==> config.mk <==
export PLATFORM = sky130hd
export DESIGN_NAME = mem_stage_sb
export DESIGN_NICKNAME = d
export VERILOG_FILES = /design/src/rtl/mem_stage_sb.sv
export SDC_FILE = /design/constraint.sdc
export NUM_CORES = 1
export LEC_CHECK = 0
export CORE_MARGIN = 4
export CORE_UTILIZATION = 26
export DETAILED_ROUTE_END_ITERATION = 16
export DONT_BUFFER_PORTS = 1
export PLACE_DENSITY = 0.45
export SETUP_SLACK_MARGIN = 0.5
export SLEW_MARGIN = 10
export SYNTH_ARGS = -nofsm -noshare
export SYNTH_HDL_FRONTEND = slang
export SYNTH_SLANG_ARGS = --single-unit
==> constraint.sdc <==
create_clock -name clk -period 6.6 [get_ports clk]
set_input_delay 0.99 -clock clk [delete_from_list [all_inputs] [get_ports clk]]
set_output_delay 0.99 -clock clk [all_outputs]
set_load 0.03 [all_outputs]
==> src/rtl/mem_stage_sb.sv <==
// Memory stage with a circular store buffer between the EX/MEM register and a multi-cycle memory.
// Optional load forwarding from the store buffer is enabled by defining MEM_SB_FWD_EN.
module mem_stage_sb #(
  parameter int DATA_W   = 16,
  parameter int ADDR_W   = 16,
  parameter int SB_DEPTH = 4
) (
  input  logic                          clk,
  input  logic                          rst,
  input  logic                          ex_valid,
  input  logic                          ex_rd,
  input  logic                          ex_wr,
  input  logic [ADDR_W-1:0]             ex_addr,
  input  logic [DATA_W-1:0]             ex_wdata,
  input  logic                          ex_halt,
  output logic [DATA_W-1:0]             mem_result,
  output logic                          stall_mem,
  output logic                          err,
  output logic                          err_mem,
  output logic [$clog2(SB_DEPTH):0]     sb_count,
  output logic                          halt_done,
  output logic [ADDR_W-1:0]             m_addr,
  output logic [DATA_W-1:0]             m_wdata,
  output logic                          m_rd,
  output logic                          m_wr,
  input  logic [DATA_W-1:0]             m_data,
  input  logic                          m_done,
  input  logic                          m_stall,
  input  logic                          m_err
);
  localparam int PTR_W = $clog2(SB_DEPTH);
  localparam int CNT_W = PTR_W + 1;

  typedef enum logic [1:0] {S_IDLE, S_LOAD, S_DRAIN} state_t;

  // Handshake: an instruction is consumed when ex_valid=1, ex_halt=0 and stall_mem=0;
  // the pipeline holds every ex_* input stable while stall_mem=1.
  state_t              state, state_n;
  logic [ADDR_W-1:0]   sb_addr [SB_DEPTH];
  logic [DATA_W-1:0]   sb_data [SB_DEPTH];
  logic [PTR_W-1:0]    head, tail;
  logic [CNT_W-1:0]    count, count_n;
  logic                is_ld, is_st, sb_full, sb_empty;
  logic                drain_done, load_done, push, pop, consumed;
  logic                fwd_hit, ld_may_issue, ld_miss;
  logic [DATA_W-1:0]   fwd_data;
  logic                unused_m_stall;

  assign unused_m_stall = m_stall;

  assign is_ld      = ex_valid & ex_rd & ~ex_wr & ~ex_halt;
  assign is_st      = ex_valid & ex_wr & ~ex_rd & ~ex_halt;
  assign err        = ex_valid & ex_rd & ex_wr;
  assign sb_full    = (count == CNT_W'(SB_DEPTH));
  assign sb_empty   = (count == '0);
  assign drain_done = (state == S_DRAIN) & m_done;
  assign load_done  = (state == S_LOAD) & m_done;

`ifdef MEM_SB_FWD_EN
  // Scan oldest to youngest so the youngest matching entry wins.
  always_comb begin
    fwd_hit  = 1'b0;
    fwd_data = '0;
    for (int i = 0; i < SB_DEPTH; i++) begin
      if (CNT_W'(i) < count && sb_addr[head + PTR_W'(i)] == ex_addr) begin
        fwd_hit  = 1'b1;
        fwd_data = sb_data[head + PTR_W'(i)];
      end
    end
  end
  assign ld_may_issue = 1'b1;
`else
  // Without forwarding a load may only go to memory once every older store has drained.
  assign fwd_hit      = 1'b0;
  assign fwd_data     = '0;
  assign ld_may_issue = sb_empty;
`endif

  assign ld_miss = is_ld & ~fwd_hit;

  always_ff @(posedge clk or negedge rst) begin
    if (!rst) state <= S_IDLE;
    else      state <= state_n;
  end

  always_comb begin
    state_n = state;
    case (state)
      S_IDLE: begin
        if (ld_miss && ld_may_issue) state_n = S_LOAD;
        else if (!sb_empty)          state_n = S_DRAIN;
      end
      S_LOAD:  if (m_done) state_n = S_IDLE;
      S_DRAIN: if (m_done) state_n = S_IDLE;
      default: state_n = S_IDLE;
    endcase
  end

  always_comb begin
    stall_mem  = 1'b0;
    mem_result = '0;
    if (is_ld) begin
      if (fwd_hit)        mem_result = fwd_data;
      else if (load_done) mem_result = m_data;
      else                stall_mem  = 1'b1;
    end else if (is_st) begin
      // A completing drain frees a slot in the same cycle, so a full SB still accepts.
      stall_mem = sb_full & ~drain_done;
    end
  end

  assign push     = is_st & ~stall_mem;
  assign pop      = drain_done;
  assign consumed = (is_ld | is_st) & ~stall_mem;
  assign count_n  = count + CNT_W'(push) - CNT_W'(pop);
  assign sb_count = count;

  always_ff @(posedge clk) begin
    if (push) begin
      sb_addr[tail] <= ex_addr;
      sb_data[tail] <= ex_wdata;
    end
  end

  always_ff @(posedge clk or negedge rst) begin
    if (!rst) begin
      head      <= '0;
      tail      <= '0;
      count     <= '0;
      m_rd      <= 1'b0;
      m_wr      <= 1'b0;
      m_addr    <= '0;
      m_wdata   <= '0;
      err_mem   <= 1'b0;
      halt_done <= 1'b0;
    end else begin
      count     <= count_n;
      m_rd      <= (state_n == S_LOAD);
      m_wr      <= (state_n == S_DRAIN);
      halt_done <= ex_halt & (count_n == '0) & (state_n == S_IDLE);
      if (push) tail <= tail + PTR_W'(1);
      if (pop)  head <= head + PTR_W'(1);
      if (state == S_IDLE && state_n == S_LOAD) begin
        m_addr <= ex_addr;
      end else if (state == S_IDLE && state_n == S_DRAIN) begin
        m_addr  <= sb_addr[head];
        m_wdata <= sb_data[head];
      end
      if ((consumed && ex_addr[0]) || (state != S_IDLE && m_err)) err_mem <= 1'b1;
    end
  end
endmodule

==> flow_metrics.env <==
export IMPL_die_height_um=171
export IMPL_rsz_0062_raised_after_global_routing="no"
export IMPL_placement_io_buffers=0
export IMPL_synth_warning_count=0
export IMPL_finalNetCount=461
export IMPL_fmax_mhz=273
export IMPL_area_growth_pct=13.4
export IMPL_finalHoldViolations=0
export IMPL_die_area_um2=29400
export IMPL_core_area_um2=26100
export IMPL_cts_repair_resized=0
export IMPL_grt_start_max_net_pins=49
export IMPL_rrSetupSlack_ns=3.61
export IMPL_layout_drive_gt1_share=0.219
export IMPL_drc=0
export IMPL_post_route_period_util=0.554
export IMPL_count_of_vias_placed_by_the_detailed_router=3373
export IMPL_placed_standard_cell_area_um2=7290
export IMPL_tightestPinTransition_ns=1.07
export IMPL_final_max_slew_violation_count=0
export IMPL_holdBufCountCts=0
export IMPL_overflow=0
export IMPL_leakagePower_nw=2.65
export IMPL_pwr_density_cell_nw_per_um2=435
export IMPL_clk_pin_slew_ns=0.07
export IMPL_postSynthAreaPerCell_um2=17.8
export IMPL_antenna_found_initial=0
export IMPL_initial_utilization=0.265
export IMPL_fin_worst_skew_ns=0.00944
export IMPL_num_rows=59
export IMPL_wl_um=15000
export IMPL_r2r_start="state[0]"
export IMPL_startpoint_type="flip-flop"
export IMPL_syn_cell_area_um2=6940
export IMPL_final_area_um2=7870
export IMPL_maxCapViolCount=0
export IMPL_top_level_ports=114
export IMPL_cts_htree_levels=4
export IMPL_post_cts_buffers=0
export IMPL_timing_rr_end="halt_done"
export IMPL_chipWidth_um=171
export IMPL_synth_seq_area_share=0.716
export IMPL_vias_per_cell=4.55
export IMPL_r2r_worst_path_cells=14
export IMPL_slew_limit_headroom=0.282
export IMPL_totalNegativeSetupSlack_ns=0
export IMPL_worstSkewPairLatency_ns=0.42
export IMPL_run_status="complete, no violations"
export IMPL_routedWlPerCell_um=20.3
export IMPL_crit_end="stall_mem"
export IMPL_antenna_cells_inserted=0
export IMPL_synth_cell_type_count=39
export IMPL_dpl_hpwl_um=8580
export IMPL_layout_common_cells="sky130_fd_sc_hd__edfxtp_1 (128), sky130_fd_sc_hd__dfrtp_1 (43), sky130_fd_sc_hd__nand2_1 (39), sky130_fd_sc_hd__mux4_2 (32), sky130_fd_sc_hd__inv_1 (26)"
export IMPL_postRouteAntennaNets=0
export IMPL_tritoncts_num_buffers=17
export IMPL_worst_setup_path_type="reg2out"
export IMPL_path_max_fanout=4
export IMPL_critical_path_required_ns=5.61
export IMPL_cp_data_arrival_time_ns=2.67
export IMPL_max_clock_path_buffers=2
export IMPL_final_setup_viol_count=0
export IMPL_layout_commonest_cell="sky130_fd_sc_hd__edfxtp_1"
export IMPL_synth_area_leaders="sky130_fd_sc_hd__edfxtp_1 (55%), sky130_fd_sc_hd__dfrtp_1 (16%), sky130_fd_sc_hd__mux4_2 (10%)"
export IMPL_synth_largest_area_cell="sky130_fd_sc_hd__edfxtp_1"
export IMPL_grtUsageTotal=0.107
export IMPL_place_ws_ns=3.10
export IMPL_fin_crit_ns=3.66
export IMPL_gp_routability_congestion=0.764
export IMPL_final_critical_path_setup_slack_ns=2.94
export IMPL_gate_count_after_technology_mapping=389
export IMPL_grt_pass1_vias=3835
export IMPL_hold_path_class="in2async"
export IMPL_synth_top_cell_area_share=0.554
export IMPL_cts_sinks=173
export IMPL_grt_pass1_wl_um=23000
export IMPL_crit_path_end_kind="primary output"
export IMPL_worst_vdd_drop_v=0.000216
export IMPL_synth_nets=457
export IMPL_initialDrtViolationCount=181
export IMPL_clockRootBuffer="sky130_fd_sc_hd__clkbuf_16"
export IMPL_postSynthRegisterBits=173
export IMPL_dr_pass1_iters=4
export IMPL_setup_worst_path_start="state[0]"
export IMPL_final_hold_worst_slack_ns=0.257
export IMPL_tritoncts="yes"
-- sequential cells by signal, summed over array words and instances, names as in the netlist, 2 cells and up --
name      count
sb_addr      64
head          2
m_wdata      16
sb_data      64
state         2
tail          2
sb_count      3
m_addr       16
-- worst min path at each step --
stage | startpoint | end | slack, ns
after floorplan | tail[1] | tail[1] | 0.58
final | rst | m_wdata[2] | 0.26
after global routing | rst | tail[1] | 0.22
after CTS | rst | tail[1] | 0.23
after detailed placement | tail[0] | tail[0] | 0.63
after global placement | tail[1] | tail[1] | 0.60
-- metal layers --
metal,global-route usage,up-vias,share of wire
li1,-,1481,-
met1,0.127,1783,0.42
met2,0.183,100,0.51
met3,0.0361,9,0.062
met5,0,-,0
met4,0.0338,0,0.011
-- synth_stat cells, drive strengths merged --
library cell  instances
and2                 21
fa                    1
nor3                  1
mux4                 32
ha                   10
and2b                 1
and3                  1
and4b                 1
nor2                  3
and4bb                1
xor2                  1
mux2                 16
a2111oi               1
nor2b                 1
o21ai                 5
o31ai                 1
a211oi                1
dfrtp                45
edfxtp              128
a21boi                2
o311ai               16
nand3                 2
inv                  26
o221a                 1
or3                   1
or3b                  1
nand2                39
nor4                  1
or4b                  1
nand4bb               1
nand2b                1
buf                  10
xnor2                 5
a21oi                 1
nand3b                2
clkbuf                8
-- final cells by class --
| class | count | area [um2] |
|---|---|---|
| tap | 335 | 419 |
| inverter | 26 | 97.6 |
| timing repair buffer | 3 | 22.5 |
| multi-input combinational | 172 | 1780 |
| clock buffer | 17 | 425 |
| clock inverter | 15 | 154 |
| sequential | 173 | 4970 |
| fill | 2593 | 18300 |
-- critical path, stage by stage (launching register included) --
cell and delay, ns:
sky130_fd_sc_hd__dfrtp_1 0.40, sky130_fd_sc_hd__inv_1 0.11, sky130_fd_sc_hd__ha_1 0.20, sky130_fd_sc_hd__nand2_1 0.12, sky130_fd_sc_hd__nand3_1 0.11, sky130_fd_sc_hd__or3b_2 0.48, sky130_fd_sc_hd__a21boi_0 0.83
-- logic make-up after synthesis --
kind of cell,share of synthesized area
simple gates,0.0592
compound gates,0.0370
xor+xnor,0.00757
mux,0.130
fa+ha+maj,0.0209
buf+inv,0.0292
flops,0.716
-- stage by stage --
step / utilization / power, W / cells
floorplan: - / 0.00231 / 389
global placement: 0.279 / 0.00248 / 709
detailed placement: 0.279 / 0.00250 / 709
CTS: 0.301 / 0.00350 / 741
global route: 0.301 / 0.00363 / 741
finish: 0.301 / 0.00342 / 741
-- report_power, final --
group | internal (W) | switching (W)
clock | 0.000532 | 0.000454
sequential | 0.00133 | 0.000423
combinational | 0.000379 | 0.000306
Power figures use the tool's default switching activity.
